File: src/rtl/hazard_control_unit_pkg.sv
// Shared types and constants for the pipeline hazard controller: register
// address width, multiply/divide FSM encoding and pipeline control words.
package hazard_control_unit_pkg;

    localparam int REG_ADDRESS_LENGTH = 5;
    localparam int DEFAULT_MUL_LAT    = 4;
    localparam int DEFAULT_DIV_LAT    = 32;
    localparam logic [15:0] STALL_COUNT_MAX = 16'hFFFF;

    typedef logic [REG_ADDRESS_LENGTH-1:0] reg_addr_t;

    typedef enum logic {
        HCU_IDLE    = 1'b0,
        HCU_MD_BUSY = 1'b1
    } hcu_state_t;

    typedef struct packed {
        logic pc_write;
        logic ifid_write;
        logic ifid_flush;
        logic idex_flush;
    } pipe_ctrl_t;

    localparam pipe_ctrl_t CTRL_RUN      = '{pc_write: 1'b1, ifid_write: 1'b1, ifid_flush: 1'b0, idex_flush: 1'b0};
    localparam pipe_ctrl_t CTRL_STALL    = '{pc_write: 1'b0, ifid_write: 1'b0, ifid_flush: 1'b0, idex_flush: 1'b1};
    localparam pipe_ctrl_t CTRL_REDIRECT = '{pc_write: 1'b1, ifid_write: 1'b1, ifid_flush: 1'b1, idex_flush: 1'b1};

    // $0 is hard-wired to zero, so a load targeting it never creates a dependency.
    function automatic logic load_use_hit(input reg_addr_t ex_rt, input reg_addr_t id_rs,
                                          input reg_addr_t id_rt, input logic id_uses_rt);
        return (ex_rt != '0) && ((ex_rt == id_rs) || (id_uses_rt && (ex_rt == id_rt)));
    endfunction

endpackage

File: src/rtl/hazard_control_unit_if.sv
// Pipeline-side bundle of the hazard controller: ID/EX decode inputs in,
// pipeline-register enables, flushes and status out.
interface hazard_control_unit_if;
    import hazard_control_unit_pkg::*;

    reg_addr_t   ID_Rs;
    reg_addr_t   ID_Rt;
    logic        ID_UsesRt;
    logic        ID_UsesHiLo;
    logic        ID_IsMD;
    reg_addr_t   EX_Rt;
    logic        EX_MemRead;
    logic        EX_MDStart;
    logic        EX_MDIsDiv;
    logic        EX_BranchTaken;
    logic        PC_Write;
    logic        IFID_Write;
    logic        IFID_Flush;
    logic        IDEX_Flush;
    logic        MD_Busy;
    logic [15:0] Stall_Count;

    modport master (
        output ID_Rs, ID_Rt, ID_UsesRt, ID_UsesHiLo, ID_IsMD,
        output EX_Rt, EX_MemRead, EX_MDStart, EX_MDIsDiv, EX_BranchTaken,
        input  PC_Write, IFID_Write, IFID_Flush, IDEX_Flush, MD_Busy, Stall_Count
    );

    modport slave (
        input  ID_Rs, ID_Rt, ID_UsesRt, ID_UsesHiLo, ID_IsMD,
        input  EX_Rt, EX_MemRead, EX_MDStart, EX_MDIsDiv, EX_BranchTaken,
        output PC_Write, IFID_Write, IFID_Flush, IDEX_Flush, MD_Busy, Stall_Count
    );

endinterface

File: src/rtl/md_busy_counter.sv
// Tracks the multi-cycle multiply/divide unit: IDLE/MD_BUSY FSM plus a
// down-counter that releases the unit LAT cycles after issue in EX.
module md_busy_counter
    import hazard_control_unit_pkg::*;
#(
    parameter int MUL_LAT = DEFAULT_MUL_LAT,
    parameter int DIV_LAT = DEFAULT_DIV_LAT
) (
    input  logic clk,
    input  logic rst_n,
    input  logic md_start,
    input  logic md_is_div,
    output logic md_busy
);

    localparam int CNT_W = $clog2(DIV_LAT);
    localparam logic [CNT_W-1:0] MUL_LOAD = CNT_W'(MUL_LAT - 1);
    localparam logic [CNT_W-1:0] DIV_LOAD = CNT_W'(DIV_LAT - 1);
    localparam logic [CNT_W-1:0] CNT_ONE  = CNT_W'(1);

    hcu_state_t       state, state_next;
    logic [CNT_W-1:0] md_cnt, md_cnt_next;

    // NOTE: sequential state uses non-blocking assignments so every register
    // samples the pre-edge values, independent of process ordering.
    always_ff @(posedge clk or negedge rst_n) begin
        if (!rst_n) begin
            state  <= HCU_IDLE;
            md_cnt <= '0;
        end else begin
            state  <= state_next;
            md_cnt <= md_cnt_next;
        end
    end

    // NOTE: defaults at the top of the block keep every path assigned, so no
    // latch is inferred for the next-state signals.
    always_comb begin
        state_next  = state;
        md_cnt_next = md_cnt;
        unique case (state)
            HCU_IDLE: begin
                if (md_start) begin
                    state_next  = HCU_MD_BUSY;
                    md_cnt_next = md_is_div ? DIV_LOAD : MUL_LOAD;
                end
            end
            HCU_MD_BUSY: begin
                // A new issue while busy is stalled upstream, so md_start is ignored here.
                if (md_cnt == CNT_ONE) begin
                    state_next  = HCU_IDLE;
                    md_cnt_next = '0;
                end else begin
                    md_cnt_next = md_cnt - CNT_ONE;
                end
            end
            default: begin
                state_next  = HCU_IDLE;
                md_cnt_next = '0;
            end
        endcase
    end

    always_comb begin
        md_busy = (state == HCU_MD_BUSY);
    end

endmodule

File: src/rtl/hazard_control_unit.sv
// Stall/flush controller beside ID/EX: load-use and multiply/divide hazards,
// taken-branch redirects, and a saturating stall-cycle counter.
module hazard_control_unit
    import hazard_control_unit_pkg::*;
#(
    parameter int MUL_LAT = DEFAULT_MUL_LAT,
    parameter int DIV_LAT = DEFAULT_DIV_LAT
) (
    input  logic                 clk,
    input  logic                 rst_n,
    hazard_control_unit_if.slave hcu
);

    logic        md_busy;
    logic        load_haz;
    logic        md_haz;
    logic        stall;
    pipe_ctrl_t  ctrl;
    logic [15:0] stall_count;

    md_busy_counter #(
        .MUL_LAT (MUL_LAT),
        .DIV_LAT (DIV_LAT)
    ) u_md_busy_counter (
        .clk       (clk),
        .rst_n     (rst_n),
        .md_start  (hcu.EX_MDStart),
        .md_is_div (hcu.EX_MDIsDiv),
        .md_busy   (md_busy)
    );

    always_comb begin
        load_haz = hcu.EX_MemRead &&
                   load_use_hit(hcu.EX_Rt, hcu.ID_Rs, hcu.ID_Rt, hcu.ID_UsesRt);
        md_haz   = (md_busy || hcu.EX_MDStart) && (hcu.ID_UsesHiLo || hcu.ID_IsMD);
        stall    = rst_n && !hcu.EX_BranchTaken && (load_haz || md_haz);

        // Reset forces free-running control; a redirect outranks any hazard
        // because the instruction in ID is on the wrong path.
        if (!rst_n) begin
            ctrl = CTRL_RUN;
        end else if (hcu.EX_BranchTaken) begin
            ctrl = CTRL_REDIRECT;
        end else if (load_haz || md_haz) begin
            ctrl = CTRL_STALL;
        end else begin
            ctrl = CTRL_RUN;
        end
    end

    always_ff @(posedge clk or negedge rst_n) begin
        if (!rst_n) begin
            stall_count <= '0;
        end else if (stall && (stall_count != STALL_COUNT_MAX)) begin
            stall_count <= stall_count + 16'd1;
        end
    end

    assign hcu.PC_Write    = ctrl.pc_write;
    assign hcu.IFID_Write  = ctrl.ifid_write;
    assign hcu.IFID_Flush  = ctrl.ifid_flush;
    assign hcu.IDEX_Flush  = ctrl.idex_flush;
    assign hcu.MD_Busy     = md_busy;
    assign hcu.Stall_Count = stall_count;

endmodule

File: src/flat_wrapper.sv
// flat-port wrapper written by rule: the top's interface ports become plain ports
module hazard_control_unit_flat import hazard_control_unit_pkg::*;
#(
    parameter int MUL_LAT = DEFAULT_MUL_LAT,
    parameter int DIV_LAT = DEFAULT_DIV_LAT
)
  (clk, rst_n, hcu_ID_Rs, hcu_ID_Rt, hcu_ID_UsesRt, hcu_ID_UsesHiLo, hcu_ID_IsMD, hcu_EX_Rt, hcu_EX_MemRead, hcu_EX_MDStart, hcu_EX_MDIsDiv, hcu_EX_BranchTaken, hcu_PC_Write, hcu_IFID_Write, hcu_IFID_Flush, hcu_IDEX_Flush, hcu_MD_Busy, hcu_Stall_Count);
  hazard_control_unit_if hcu_i ();
  input  logic clk;
  input  logic rst_n;
  input wire logic [$bits(hcu_i.ID_Rs)-1:0] hcu_ID_Rs;
  input wire logic [$bits(hcu_i.ID_Rt)-1:0] hcu_ID_Rt;
  input wire logic [$bits(hcu_i.ID_UsesRt)-1:0] hcu_ID_UsesRt;
  input wire logic [$bits(hcu_i.ID_UsesHiLo)-1:0] hcu_ID_UsesHiLo;
  input wire logic [$bits(hcu_i.ID_IsMD)-1:0] hcu_ID_IsMD;
  input wire logic [$bits(hcu_i.EX_Rt)-1:0] hcu_EX_Rt;
  input wire logic [$bits(hcu_i.EX_MemRead)-1:0] hcu_EX_MemRead;
  input wire logic [$bits(hcu_i.EX_MDStart)-1:0] hcu_EX_MDStart;
  input wire logic [$bits(hcu_i.EX_MDIsDiv)-1:0] hcu_EX_MDIsDiv;
  input wire logic [$bits(hcu_i.EX_BranchTaken)-1:0] hcu_EX_BranchTaken;
  output wire logic [$bits(hcu_i.PC_Write)-1:0] hcu_PC_Write;
  output wire logic [$bits(hcu_i.IFID_Write)-1:0] hcu_IFID_Write;
  output wire logic [$bits(hcu_i.IFID_Flush)-1:0] hcu_IFID_Flush;
  output wire logic [$bits(hcu_i.IDEX_Flush)-1:0] hcu_IDEX_Flush;
  output wire logic [$bits(hcu_i.MD_Busy)-1:0] hcu_MD_Busy;
  output wire logic [$bits(hcu_i.Stall_Count)-1:0] hcu_Stall_Count;
  assign hcu_i.ID_Rs = hcu_ID_Rs;
  assign hcu_i.ID_Rt = hcu_ID_Rt;
  assign hcu_i.ID_UsesRt = hcu_ID_UsesRt;
  assign hcu_i.ID_UsesHiLo = hcu_ID_UsesHiLo;
  assign hcu_i.ID_IsMD = hcu_ID_IsMD;
  assign hcu_i.EX_Rt = hcu_EX_Rt;
  assign hcu_i.EX_MemRead = hcu_EX_MemRead;
  assign hcu_i.EX_MDStart = hcu_EX_MDStart;
  assign hcu_i.EX_MDIsDiv = hcu_EX_MDIsDiv;
  assign hcu_i.EX_BranchTaken = hcu_EX_BranchTaken;
  assign hcu_PC_Write = hcu_i.PC_Write;
  assign hcu_IFID_Write = hcu_i.IFID_Write;
  assign hcu_IFID_Flush = hcu_i.IFID_Flush;
  assign hcu_IDEX_Flush = hcu_i.IDEX_Flush;
  assign hcu_MD_Busy = hcu_i.MD_Busy;
  assign hcu_Stall_Count = hcu_i.Stall_Count;
  hazard_control_unit #(.MUL_LAT(MUL_LAT), .DIV_LAT(DIV_LAT)) u_core (.clk(clk), .rst_n(rst_n), .hcu(hcu_i));
endmodule
File: config.mk
export PLATFORM = sky130hd
export DESIGN_NAME = hazard_control_unit_flat
export DESIGN_NICKNAME = d
export VERILOG_FILES = /design/src/rtl/hazard_control_unit_pkg.sv /design/src/rtl/hazard_control_unit_if.sv /design/src/rtl/md_busy_counter.sv /design/src/rtl/hazard_control_unit.sv /design/src/flat_wrapper.sv
export SDC_FILE = /design/constraint.sdc
export NUM_CORES = 1
export LEC_CHECK = 0
export CORE_MARGIN = 5
export CORE_UTILIZATION = 24
export DETAILED_ROUTE_END_ITERATION = 12
export SLEW_MARGIN = 10
export SYNTH_ARGS = -nofsm -noshare
export SYNTH_HDL_FRONTEND = slang
export SYNTH_SLANG_ARGS = --single-unit
File: constraint.sdc
create_clock -name clk -period 3 [get_ports clk]
set_input_delay 0.9 -clock clk [delete_from_list [all_inputs] [get_ports clk]]
set_output_delay 0.9 -clock clk [all_outputs]
set_load 0.05 [all_outputs]
Yosys cells after proc, flatten, opt, wreduce, memory -nomap -nowiden:

Cells that the tools add are included.

* register bits: 22
* bits in latches: 0
* memory bits (writable): 0
* bits in read-only memories: 0
* input port bits: 24
* output and inout port bits: 21
* word-level logic and storage cells: 34
* memories kept: 0

* add/sub/neg operators: 2
* multipliers: 0
* divide/modulo/power cells: 0
* order comparisons: 0
* eq/ne operators: 5
* shift-type cells: 0
* multiplexer cells: 10
* bitwise operators: 1
* reduce and logical (&&, ||, !) cells: 13

Operators by type and width (number)
* adder 16 x 1 -> 16 bit (second input constant): 1
* != test 16 bit (second input constant): 1
* two-way mux 5 bit: 3
* two-way mux 4 bit: 3
* equality test 5 bit: 2
* one-hot mux 5 bit (2 select lines): 1
* logical AND 1 bit: 7
* equality test 5 x 1 -> 1 bit (second input constant): 1
* nonzero test 5 bit: 1
* subtractor 5 x 1 -> 5 bit (second input constant): 1
* logical OR 1 bit: 4
* two-way mux 1 bit: 2
* != test 2 bit (second input constant): 1
* one-hot mux 1 bit (2 select lines): 1
* logical NOT 1 bit: 1
* NOT 1 bit: 1

Longest topological paths before layout:

* depth in word-level cells: 9
* depth in mapped cells: 7

Modules after synthesis:

A second synthesis with hierarchy kept.

* cell total of the unflattened synthesis: 134
* area total of the unflattened synthesis: 1343.8 um^2

By module, submodules not included
* hazard_control_unit: instances 1, cells an instance 99, area an instance 1001.0 um^2
* md_busy_counter: instances 1, cells an instance 35, area an instance 342.8 um^2

Worst setup path after synthesis:

No wires, ideal clock.

* path type: input port to output port
* start point: input hcu_EX_Rt[0]
* end point: output hcu_PC_Write
* arrival: 2.416 ns
* required time: 2.100 ns
* slack: -0.316 ns
* stages: 5
* path buffers: 1
* cell sequence: or4_1 > o21ai_2 > o21ai_2 > nand2_1 > buf_4

* longest elaborated chain between the ends: 9
* elaborated cells on any way between the ends: 11

RTL lines
* start: declaration: line flat_wrapper.sv:16 `input wire logic [$bits(hcu_i.EX_Rt)-1:0] hcu_EX_Rt;`
* equality test 5 bit: line hazard_control_unit_pkg.sv:31 `return (ex_rt != '0) && ((ex_rt == id_rs) || (id_uses_rt && (ex_rt == id_rt)));`
* logical AND 1 bit: line hazard_control_unit_pkg.sv:31
* logical OR 1 bit: line hazard_control_unit_pkg.sv:31
* logical AND 1 bit *: line hazard_control_unit_pkg.sv:31
* logical AND 1 bit *: line hazard_control_unit.sv:33 `load_haz = hcu.EX_MemRead &&`
* logical OR 1 bit *: line hazard_control_unit.sv:44 `end else if (load_haz || md_haz) begin`
* two-way mux 4 bit *: line hazard_control_unit.sv:44
* two-way mux 4 bit *: line hazard_control_unit.sv:42 `end else if (hcu.EX_BranchTaken) begin`
* two-way mux 4 bit *: line hazard_control_unit.sv:40 `if (!rst_n) begin`
* end: declaration: line flat_wrapper.sv:21 `output wire logic [$bits(hcu_i.PC_Write)-1:0] hcu_PC_Write;`

Every way passes the cells marked *; elsewhere a longest branch is shown, timed or not.

Worst setup path in the final report:

* start point: input hcu_EX_Rt[0]
* end point: output hcu_IDEX_Flush

* longest elaborated chain between the ends: 9
* elaborated cells on any way between the ends: 11

RTL lines
* equality test 5 bit: line hazard_control_unit_pkg.sv:31
* logical AND 1 bit: line hazard_control_unit_pkg.sv:31
* logical OR 1 bit: line hazard_control_unit_pkg.sv:31
* logical AND 1 bit *: line hazard_control_unit_pkg.sv:31
* logical AND 1 bit *: line hazard_control_unit.sv:33
* logical OR 1 bit *: line hazard_control_unit.sv:44
* two-way mux 4 bit *: line hazard_control_unit.sv:44
* two-way mux 4 bit *: line hazard_control_unit.sv:42
* two-way mux 4 bit *: line hazard_control_unit.sv:40
* end: declaration: line flat_wrapper.sv:24 `output wire logic [$bits(hcu_i.IDEX_Flush)-1:0] hcu_IDEX_Flush;`

Marked as above.

==> run metrics <==
status=finished with violations; violations in the final reports=negative setup slack; start-to-end type of the worst setup path=in -> out; maximum vdd drop=0.0006266 V; antenna violations before repair=0; top cells by instance count after synthesis=sky130_fd_sc_hd__dfrtp_1, sky130_fd_sc_hd__xnor2_1, sky130_fd_sc_hd__nand2_1, sky130_fd_sc_hd__nor2_1, sky130_fd_sc_hd__nand3_1; Worst-Skew Late Latency=0.26 ns; final net count=241; share of the yosys chip area belonging to registers=0.4179; CORE AREA=0.005405 sq mm; number of synthesized flops with an enable pin=0; summed area of non-filler cells in the final layout=0.002265 sq mm; skew final=0.01038 ns; clk root buf=sky130_fd_sc_hd__clkbuf_8; measured slew at the worst slew-check pin=0.7236 ns; worst setup slack after placement=-0.5201 ns; Max-slew headroom=0.5108; Primary FF master, synth=sky130_fd_sc_hd__dfrtp_1; share of layout cells above drive strength 1=0.3380; wire length of the first global-routing pass=6.134 mm; Fmax=322.9 MHz; IO Port Bufs=44; remaining global-route overflow=0; HPWL after DPL=2.613 mm; area of the die=0.007071 sq mm; power per cell area=617.3 mW/mm^2; distinct cell type count after synthesis=38; required time worst endpoint=2.10 ns; netlist area before placement=0.001318 sq mm; Initial Utilization=0.2438; Die Wd=84.09 um; flop and latch count out of synthesis=22; worst hold-check slack=0.4989 ns; CTS H-tree depth=1; worst reg-to-reg setup slack=0.94 ns; Setup Viol. Count Final=1; remaining number of nets flagged by the antenna check after routing=0; Synth top area share=0.4179; fraction of registers with async set or reset after synthesis=1.000; number of violations of the max-capacitance limit=0; crit path time final=3.096 ns; Initial DRC Count=33; total via count in the routed design=1276; setup TNS after final layout=-0.09649 ns; Register-to-Register Path Depth=6; total routed wirelength=3.622 mm; nature of the critical path startpoint=input port; final setup margin=-0.09649 ns; Area after DPL=0.001964 sq mm; maximum number of buffers from clock root to sink=2; number of clock buffers inserted by TritonCTS=3; routability congestion estimate=0.8193; leading post-synthesis cells by cell area=sky130_fd_sc_hd__dfrtp_1, sky130_fd_sc_hd__xnor2_1, sky130_fd_sc_hd__xor2_1; leakage power summed over all cells=0.001008 uW; worst flop-to-flop path endpoint=u_core.hcu.Stall_Count[1]$_DFFE_PN0P_; clock tree from TritonCTS=yes; IO Pins=45; ratio of routed vias to standard cells=4.477; maximum number of pins on one net before global-route repair=15; final antenna diode count=0; Setup crit end=hcu_IDEX_Flush; Sink Count=22; Die Ht=84.09 um; vias in the first global route=1365; number of pins with negative max-slew slack in the final report=0; worst-path fanout max=4; first-pass detailed-route iteration total=4; synthesized net count=162; Arrival @ worst endpoint=2.20 ns; count leader, synth=sky130_fd_sc_hd__dfrtp_1; drt wl/cell=12.71 um; total number of placement rows=27; number of hold-slack violations in the final timing report=0; Clock Pin Slew Worst Setup and Hold Paths=0.09 ns; Worst Setup SP=hcu_EX_Rt[0]; library cell occupying the most area in the post-synthesis netlist=sky130_fd_sc_hd__dfrtp_1; number of standard cells after synthesis=135; post-synthesis area per instance=9.759 sq um; Critical Path End Type=output pin; Reg2Reg Launch Point=u_core.hcu.Stall_Count[0]$_DFFE_PN0P_; worst min-delay path category=reg -> reg; RSZ-0062 raised after global routing=yes; Global Route Usage Sum=0.1048; DRC violation count after routing=0; warnings from Yosys=0; Synth-to-Final Area Change=71.89%; Period Utilization, post-route=1.032
-- flip-flops by register name (all words and copies together), names as in the netlist --
name / count
u_core.u_md_busy_counter.md_cnt: 5
u_core.hcu.Stall_Count: 16
u_core.u_md_busy_counter.md_busy: 1
-- cells by family (layout without fill, tap and decap cells) --
group / Yosys count / after routing / share of synthesized area
AOI/OAI and AO/OA: 18 / 18 / 0.09971
adders and majority gates: 3 / 3 / 0.02849
muxes: 4 / 4 / 0.03513
DFF: 22 / 22 / 0.4179
buffers and inverters: 8 / 86 / 0.02659
and+or+nand+nor: 55 / 55 / 0.2260
xor gates and xnor gates: 25 / 25 / 0.1662
-- final cells by class --
class / instances / area [sq um]
clock buffer: 3 / 41.29
clock inverter: 1 / 30.03
multi-input combinational: 105 / 835.8
sequential: 22 / 550.5
tap: 72 / 90.09
fill: 538 / 3141
inverter: 4 / 15.01
timing repair buffer: 78 / 701.9
-- layer usage --
metal | up-vias | global-route usage | part of all wire
li1 | 631 | - | -
met3 | 2 | 0.02468 | 0.048
met1 | 612 | 0.1262 | 0.44
met5 | - | 0 | 0
met2 | 31 | 0.1836 | 0.51
met4 | 0 | 0.03070 | 0.0099
-- what timing repair did --
item,CTS,global route
pin swaps,18,15
setup endpoints to repair,3,11
gates resized for setup,48,23
cloned,0,0
hold buffers,0,0
setup buffers,16,4
hold endpoints to repair,0,0
-- report_power, final --
group          total [uW]  internal, uW  switching [uW]
clock                 278           178            99.4
sequential            474           375            99.0
combinational         646           290             356
-- worst max-delay path: stages --
cell and delay, ns:
sky130_fd_sc_hd__buf_6 0.09, sky130_fd_sc_hd__or4_4 0.53, sky130_fd_sc_hd__o21ai_4 0.18, sky130_fd_sc_hd__o21ai_4 0.11, sky130_fd_sc_hd__o21a_2 0.23, sky130_fd_sc_hd__buf_12 0.14
-- layout by cell type, fill, tap and decap left out, drive strengths merged, types with 4 or more instances in the layout --
master,instances
xnor2,17
a21oi,5
nand4,5
nor3,7
xor2,8
buf,44
clkbuf,7
nand3,9
clkdlybuf4s50,24
dfrtp,22
inv,4
nor2,10
clkdlybuf4s15,5
nand2,13
-- per-stage QoR --
stage               power [uW]  std cells    util
floorplan                848.7        135       -
CTS                       1381        282  0.4023
detailed placement        1069        262  0.3634
global route              1487        285  0.4190
finish                    1398        285  0.4190
global placement          1060        262  0.3634
-- how the worst min path moves through the flow --
stage                                                   start                                              to  slack, ns  depth (start not counted)
2_1_floorplan  u_core.u_md_busy_counter.md_cnt[1]$_DFFE_PN0P_  u_core.u_md_busy_counter.md_cnt[1]$_DFFE_PN0P_       0.55                          2
3_3_place_gp            u_core.hcu.Stall_Count[8]$_DFFE_PN0P_           u_core.hcu.Stall_Count[8]$_DFFE_PN0P_       0.48                          1
3_5_place_dp            u_core.hcu.Stall_Count[8]$_DFFE_PN0P_           u_core.hcu.Stall_Count[8]$_DFFE_PN0P_       0.49                          1
4_1_cts                 u_core.hcu.Stall_Count[8]$_DFFE_PN0P_           u_core.hcu.Stall_Count[8]$_DFFE_PN0P_       0.50                          1
5_1_grt                 u_core.hcu.Stall_Count[8]$_DFFE_PN0P_           u_core.hcu.Stall_Count[8]$_DFFE_PN0P_       0.54                          1
6_report                u_core.hcu.Stall_Count[8]$_DFFE_PN0P_           u_core.hcu.Stall_Count[8]$_DFFE_PN0P_       0.50                          1
Note: power is estimated with default switching activity, not from simulation.
